==> config.mk <==
export PLATFORM = sky130hd
export DESIGN_NAME = fiber_bank_arbiter
export DESIGN_NICKNAME = d
export VERILOG_FILES = /design/src/rtl/fiber_pkg.sv /design/src/rtl/fiber_bank_arbiter_rr.sv /design/src/rtl/fiber_bank_arbiter.sv
export SDC_FILE = /design/constraint.sdc
export NUM_CORES = 1
export LEC_CHECK = 0
export ABC_AREA = 1
export BUFFER_PORTS_ARGS = -buffer_cell sky130_fd_sc_hd__buf_2
export CAP_MARGIN = 20
export CORE_AREA = 2 2 188 190
export CTS_BUF_LIST = sky130_fd_sc_hd__clkbuf_16
export CTS_CLUSTER_DIAMETER = 30
export CTS_CLUSTER_SIZE = 14
export DETAILED_ROUTE_END_ITERATION = 6
export DIE_AREA = 0 0 190 192
export GPL_TIMING_DRIVEN = 0
export SLEW_MARGIN = 5
export SYNTH_ARGS = -nofsm -noshare
export SYNTH_HDL_FRONTEND = slang
export SYNTH_SLANG_ARGS = --single-unit
==> constraint.sdc <==
create_clock -name i_clk -period 2.97 [get_ports i_clk]
set_input_delay 0.297 -clock i_clk [delete_from_list [all_inputs] [get_ports i_clk]]
set_output_delay 0.297 -clock i_clk [all_outputs]
set_load 0.1 [all_outputs]
==> src/rtl/fiber_pkg.sv <==
// Shared request-type encodings, legality check and arbiter state enum for the
// fiber cache bank front end.
package fiber_pkg;

   localparam logic [3:0] FETCH_REQ   = 4'b0001;
   localparam logic [3:0] READ_REQ    = 4'b0010;
   localparam logic [3:0] WRITE_REQ   = 4'b0100;
   localparam logic [3:0] CONSUME_REQ = 4'b1000;

   typedef enum logic [1:0] {
      ST_IDLE,
      ST_ISSUE,
      ST_WDATA,
      ST_RESP
   } arb_state_e;

   function automatic logic is_legal_type(input logic [3:0] t);
      return (t == FETCH_REQ) || (t == READ_REQ) ||
             (t == WRITE_REQ) || (t == CONSUME_REQ);
   endfunction

endpackage

==> src/rtl/fiber_bank_arbiter_rr.sv <==
// Combinational round-robin picker: first set request at or above ptr, wrapping.
module rr_arbiter #(
   parameter int N   = 4,
   localparam int IDW = $clog2(N)
) (
   input  logic [N-1:0]   req,
   input  logic [IDW-1:0] ptr,
   output logic [N-1:0]   grant,
   output logic [IDW-1:0] grant_id,
   output logic           any
);

   logic [IDW:0] idx;

   always_comb begin
      grant    = '0;
      grant_id = '0;
      any      = 1'b0;
      idx      = '0;
      for (int off = 0; off < N; off++) begin
         // Extra bit keeps ptr+off from overflowing before the modulo-N wrap.
         idx = {1'b0, ptr} + (IDW+1)'(off);
         if (idx >= (IDW+1)'(N))
            idx = idx - (IDW+1)'(N);
         if (!any && req[idx[IDW-1:0]]) begin
            any                   = 1'b1;
            grant[idx[IDW-1:0]]   = 1'b1;
            grant_id              = idx[IDW-1:0];
         end
      end
   end

endmodule

==> src/rtl/fiber_bank_arbiter.sv <==
// Shares one fiber cache bank between NUM_PE ports: round-robin grant, registered
// request issue, then steering of one write beat or one read response.
module fiber_bank_arbiter
   import fiber_pkg::*;
#(
   parameter int NUM_PE     = 4,
   parameter int DATA_WIDTH = 16,
   parameter int ADDR_WIDTH = 64,
   localparam int IDW       = $clog2(NUM_PE)
) (
   input  logic                         i_clk,
   input  logic                         i_reset,
   input  logic [4*NUM_PE-1:0]          i_pe_request_type,
   input  logic [ADDR_WIDTH*NUM_PE-1:0] i_pe_addr,
   input  logic [NUM_PE-1:0]            i_pe_type_valid,
   output logic [NUM_PE-1:0]            o_pe_type_ready,
   input  logic [DATA_WIDTH*NUM_PE-1:0] i_pe_data,
   input  logic [NUM_PE-1:0]            i_pe_data_valid,
   output logic [NUM_PE-1:0]            o_pe_data_ready,
   output logic [DATA_WIDTH-1:0]        o_pe_rdata,
   output logic [NUM_PE-1:0]            o_pe_rdata_valid,
   input  logic [NUM_PE-1:0]            i_pe_rdata_ready,
   output logic [3:0]                   o_bank_request_type,
   output logic [ADDR_WIDTH-1:0]        o_bank_addr,
   output logic                         o_bank_type_valid,
   input  logic                         i_bank_type_ready,
   output logic [DATA_WIDTH-1:0]        o_bank_data,
   output logic                         o_bank_data_valid,
   input  logic                         i_bank_data_ready,
   input  logic [DATA_WIDTH-1:0]        i_bank_rdata,
   input  logic                         i_bank_rdata_valid,
   output logic                         o_bank_rdata_ready,
   output logic [IDW-1:0]               o_grant_id,
   output logic                         o_busy,
   output logic                         o_illegal
);

   arb_state_e            state, state_nxt;
   logic [IDW-1:0]        rr_ptr;
   logic [IDW-1:0]        grant_id_q;
   logic [3:0]            type_q;
   logic [ADDR_WIDTH-1:0] addr_q;

   logic [NUM_PE-1:0]     arb_grant;
   logic [IDW-1:0]        arb_id;
   logic                  arb_any;
   logic                  accept;
   logic [3:0]            sel_type;
   logic [ADDR_WIDTH-1:0] sel_addr;
   logic [DATA_WIDTH-1:0] g_wdata;
   logic                  g_wvalid;
   logic                  g_rready;

   rr_arbiter #(.N(NUM_PE)) u_rr (
      .req      (i_pe_type_valid),
      .ptr      (rr_ptr),
      .grant    (arb_grant),
      .grant_id (arb_id),
      .any      (arb_any)
   );

   // Payload of the PE winning arbitration, and channels of the PE holding the bank.
   always_comb begin
      sel_type = '0;
      sel_addr = '0;
      g_wdata  = '0;
      g_wvalid = 1'b0;
      g_rready = 1'b0;
      for (int p = 0; p < NUM_PE; p++) begin
         if (arb_grant[p]) begin
            sel_type = i_pe_request_type[4*p +: 4];
            sel_addr = i_pe_addr[ADDR_WIDTH*p +: ADDR_WIDTH];
         end
         if (p == int'(grant_id_q)) begin
            g_wdata  = i_pe_data[DATA_WIDTH*p +: DATA_WIDTH];
            g_wvalid = i_pe_data_valid[p];
            g_rready = i_pe_rdata_ready[p];
         end
      end
   end

   assign accept = (state == ST_IDLE) && arb_any;

   always_ff @(posedge i_clk) begin
      if (i_reset) begin
         state      <= ST_IDLE;
         rr_ptr     <= '0;
         grant_id_q <= '0;
         type_q     <= '0;
         addr_q     <= '0;
      end else begin
         state <= state_nxt;
         if (accept) begin
            type_q     <= sel_type;
            addr_q     <= sel_addr;
            grant_id_q <= arb_id;
            rr_ptr     <= (arb_id == IDW'(NUM_PE-1)) ? '0 : arb_id + 1'b1;
         end
      end
   end

   always_comb begin
      state_nxt          = state;
      o_pe_type_ready    = '0;
      o_illegal          = 1'b0;
      o_bank_type_valid  = 1'b0;
      o_bank_data        = '0;
      o_bank_data_valid  = 1'b0;
      o_pe_data_ready    = '0;
      o_pe_rdata         = '0;
      o_pe_rdata_valid   = '0;
      o_bank_rdata_ready = 1'b0;
      case (state)
         ST_IDLE: begin
            if (arb_any) begin
               o_pe_type_ready = arb_grant;
               if (is_legal_type(sel_type))
                  state_nxt = ST_ISSUE;
               else
                  o_illegal = 1'b1;
            end
         end
         ST_ISSUE: begin
            o_bank_type_valid = 1'b1;
            if (i_bank_type_ready) begin
               case (type_q)
                  WRITE_REQ: state_nxt = ST_WDATA;
                  READ_REQ:  state_nxt = ST_RESP;
                  default:   state_nxt = ST_IDLE;
               endcase
            end
         end
         ST_WDATA: begin
            o_bank_data                 = g_wdata;
            o_bank_data_valid           = g_wvalid;
            o_pe_data_ready[grant_id_q] = i_bank_data_ready;
            if (g_wvalid && i_bank_data_ready)
               state_nxt = ST_IDLE;
         end
         ST_RESP: begin
            o_pe_rdata                   = i_bank_rdata;
            o_pe_rdata_valid[grant_id_q] = i_bank_rdata_valid;
            o_bank_rdata_ready           = g_rready;
            if (i_bank_rdata_valid && g_rready)
               state_nxt = ST_IDLE;
         end
         default: state_nxt = ST_IDLE;
      endcase
   end

   assign o_bank_request_type = type_q;
   assign o_bank_addr         = addr_q;
   assign o_grant_id          = grant_id_q;
   assign o_busy              = (state != ST_IDLE);

endmodule

==> out/summary.md <==
The run finished, with violations left. The final reports fail on negative setup slack. The die is 192 µm tall. The tools report the element type at the critical path end as a primary output. For the number of nets produced by synthesis, the log shows 1,317. The source-to-sink clock delay at the later pin of the worst-skew pair came out at 0.36 ns. For the initial antenna violation count, the log shows 4.

For this block, the routed nets add up to 37,600 µm of wire. The async set-or-reset flop fraction in the synthesized netlist is 0. The kind of critical path was flop to primary output. The run gives 9 as the number of buffers inserted during clock tree synthesis. The logs give 0 for the number of hold-repair buffers added at the cts stage and 1,932 for the count of placed standard cells in the final layout, fillers left out.

The share of layout cells above drive strength 1 works out to 0.454. Entering global routing, the biggest net connects 20 pins. The tools report the reported max-cap violation count as 0.

The starting density of the core is 0.174. The share of synthesized cell area in and, or, nand and nor gates came out at 0.180. For this design the ratio of total power to cell area is 1660 mW/mm². The x dimension of the die was 190 µm.

The pre-antenna-repair detailed-routing pass consisted of 5 iterations. The fraction of the mapped netlist area in compound gates is 0.410, and the number of DRC violations after detailed-routing iteration 0 is 429. For the final database, setup skew stands at 0.0110 ns. Setup repair after global routing could not meet its margin everywhere.

TritonCTS built the clock tree. Counting stages on the worst path, the most repeated cell is nand2_2. The largest family of logic cells by synthesized area was compound AO/OA/AOI/OAI gates. The signal on the critical path passes through buf_8 > inv_8 > ha_4 > inv_4 > nand2_2 > nand2_4 > nor2_8 > nand4_1 > nand3_2 > buf_6 > buf_8 > a21oi_2 > nand2_2 > nand2_2 > nand2_2 > nand2_1 > nand3_2 > nand2_2 > nor2_4 > buf_12. Using the TritonRoute via totals, the vias-per-cell ratio works out to 4.63. The portion of synthesized cell area occupied by the leading cell type is 0.248. The tightest hold path in the finished design has a slack of 0.228 ns. The share of the synthesized netlist area taken by xor and xnor gates was 0.00147. The die area is 0.0365 mm². The run gives 0.931 as the routability congestion estimate from global placement. The cell count of the worst hold path is 3, and the number of cell instances on the worst register-to-register path is 17.

The cell type with the highest aggregate area in the netlist was dfxtp_1. Along the worst path, the maximum fanout reaches 7. The number of buffers and inverters on the critical path is 6.

For the number of hold violations in the final report, the log shows 0. For the post-synthesis instance total, the log shows 941. The via count of the routed design is 8,938, and the share of the yosys chip area belonging to registers is 0.248.

Static timing analysis puts the maximum clock frequency at 0.322 GHz. Data arrives at the worst endpoint at 2.81 ns. The count of buffers added on input and output ports is 487. Clock-pin slew was measured on the worst setup and hold paths at 0.08 ns. The analysis attributes to cell leakage a power of 0.00523 µW. Counting flops with a built-in enable in the synthesized netlist gives 0. After detailed routing, the number of remaining DRC violations is 0. The global router's overall resource usage was 0.194; the slew at the pin closest to its max-slew limit was 0.795 ns.

For the highest ir drop seen on vdd, the log shows 0.000753 V. 488 I/O pins were placed. Counting I/O delays and the setup requirement, the final critical path takes 3.11 ns. The run gives 8,816 as the via count of the first global-routing pass. The net count of the finished layout is 1,844. The logs give 30,500 µm for the sum of net half-perimeters after detailed placement and 74 for the clock sink count. The final period utilization works out to 1.05. The cell area that synthesis handed to floorplanning was 0.00597 mm².

Slowest cell on the critical path: dfxtp_4. After global routing the overflow that remains totals 0. Including well taps, the total number of placed cells is 1,883. The maximum single-stage delay on the critical path works out to 0.36 ns.

The clock tree root buffer cell was clkbuf_16. The run gives 2 as the maximum number of buffers from clock root to sink. Once detail routing completed, the nets flagged for antenna violations numbered 0.

Setup violations remaining at the end of the flow were counted as 2. The first global-routing pass estimated 51,800 µm of wire. The kind of cell with the highest combined delay on the critical path was simple AND/OR/NAND/NOR gates. The area share of fa/ha/maj cells after synthesis is 0.0147. The critical path crosses 20 cells after its start point. The run gives -0.139 ns as the post-layout worst setup margin.

Ranked by total cell area, the synthesized netlist is headed by dfxtp_1 25%, a21oi_1 18%, a221o_1 11%, nand2_1 9.7%, o21ai_0 8.0%. In this run, synthesis produced a sequential element count of 74. The floorplan has 68 rows. Dominant synthesized flop cell: dfxtp_1. The critical path required time was 2.67 ns; the share of cell area taken by muxes after synthesis was 0.

The layout overhead on the synthesized area is 68.3%. The total of warnings raised by yosys came out at 0. The number of pins exceeding their max-slew limit in the final report is 0. The core region is 0.0343 mm². Worst hold-check path type: primary input to flop.

The clock tree synthesis step divided the H-tree into 3 levels. The tightest slew margin relative to the limit came out at 0.470. The average size of a mapped cell is 6.34 µm², and the fill cell instance count of the final layout is 3,867.

The startpoint class of the critical path is a flop. The distinct cell type count of the synthesized netlist is 41. In the final routed layout, each cell accounts on average for 19.4 µm.
cell families (layout without fill, tap and decap cells):
kind of cell,count (synthesis),in the layout
other,0,4
AND/OR/NAND/NOR,245,245
adder cells (fa/ha/maj),7,7
XOR/XNOR,1,1
flip-flops,74,74
buffers and inverters,208,740
AO/OA/AOI/OAI,406,406
routing by layer:
metal | global-route usage | wire (µm) | vias up
li1 | - | - | 4304
met1 | 0.210 | 14300 | 4086
met2 | 0.350 | 18500 | 483
met3 | 0.0490 | 3140 | 65
met4 | 0.0990 | 1660 | 0
met5 | 0 | 0 | -
state kept, by name (all words and copies together) (netlist names), named ones only:
name / cells
o_bank_addr: 64
o_bank_request_type: 4
o_grant_id: 2
rr_ptr: 1
state: 2
through the flow:
step	setup TNS, ns	power (µW)	instance area [µm²]	worst slack (ns)	util
finish	-0.142	16600	10000	-0.139	0.293
global route	-0.583	17600	10000	-0.319	0.293
CTS	-0.201	16200	9860	-0.201	0.288
detailed placement	-53.91	13700	9040	-1.66	0.264
global placement	-51.77	13600	9040	-1.63	0.264
floorplan	-0.315	10400	6040	-0.315	-
cell type report:
type / instances / area [µm²] / area share
diodes: 4 / 10.0 / 0.000996
plain buffers: 69 / 444 / 0.0442
clock buffers: 9 / 225 / 0.0224
clock inverters: 7 / 75.1 / 0.00747
inverters: 134 / 531 / 0.0528
multi-input cells: 659 / 3880 / 0.387
flip-flops and latches: 74 / 1490 / 0.148
well taps: 455 / 569 / 0.0566
repair buffers: 521 / 2820 / 0.281
cells in the mapped netlist (3+ instances only):
master    instances
a21oi_1         218
inv_1           126
o211ai_1          9
nor2_1           50
clkinv_1          4
ha_1              7
o22ai_1           7
o21ai_0          96
inv_2             3
buf_6             7
nand2_4           3
nand2_1         155
clkbuf_1         41
nand2_2           3
nand4_1           3
dfxtp_1          74
nand3_1          20
buf_2            23
a221o_1          64
report_power, final:
| group | switching [µW] | internal [µW] | leakage, µW |
|---|---|---|---|
| sequential | 195 | 1410 | 0.000615 |
| combinational | 9410 | 4460 | 0.00448 |
| clock | 514 | 657 | 0.000140 |
path summary, 6_finish.rpt:
check,startpoint,slack (ns),to
min reg2reg,state[0]$_SDFFE_PP0P_,0.53,state[0]$_SDFFE_PP0P_
max reg2reg,flop,0.13,o_bank_addr[28]$_SDFFE_PP0P_
max,flop,-0.14,o_illegal
min,i_pe_addr[254],0.23,o_bank_addr[62]$_SDFFE_PP0P_
what timing repair did:
item,CTS,global route
pin swaps,14,17
resized for setup,81,55
endpoints found under the setup margin,82,63
buffers inserted,23,11
worst min-delay path, cell delays in order:
cell and delay (ns):
buf_2 0.08, a21oi_1 0.05, a21oi_1 0.12
cell usage in the layout (no fill, tap or decap), drive strengths merged, types with 2 or more instances in the layout:
master	n
o211ai	9
buf	552
nor3	2
clkinv	6
nand4	4
a21boi	2
o21ai	96
clkinvlp	5
a21oi	219
inv	129
nand3	23
a221oi	2
o21bai	2
ha	7
clkbuf	47
o221ai	2
nand2	162
dfxtp	74
a221o	64
diode	4
nor2	53
o22ai	7
(Power assumes the default switching activity.)
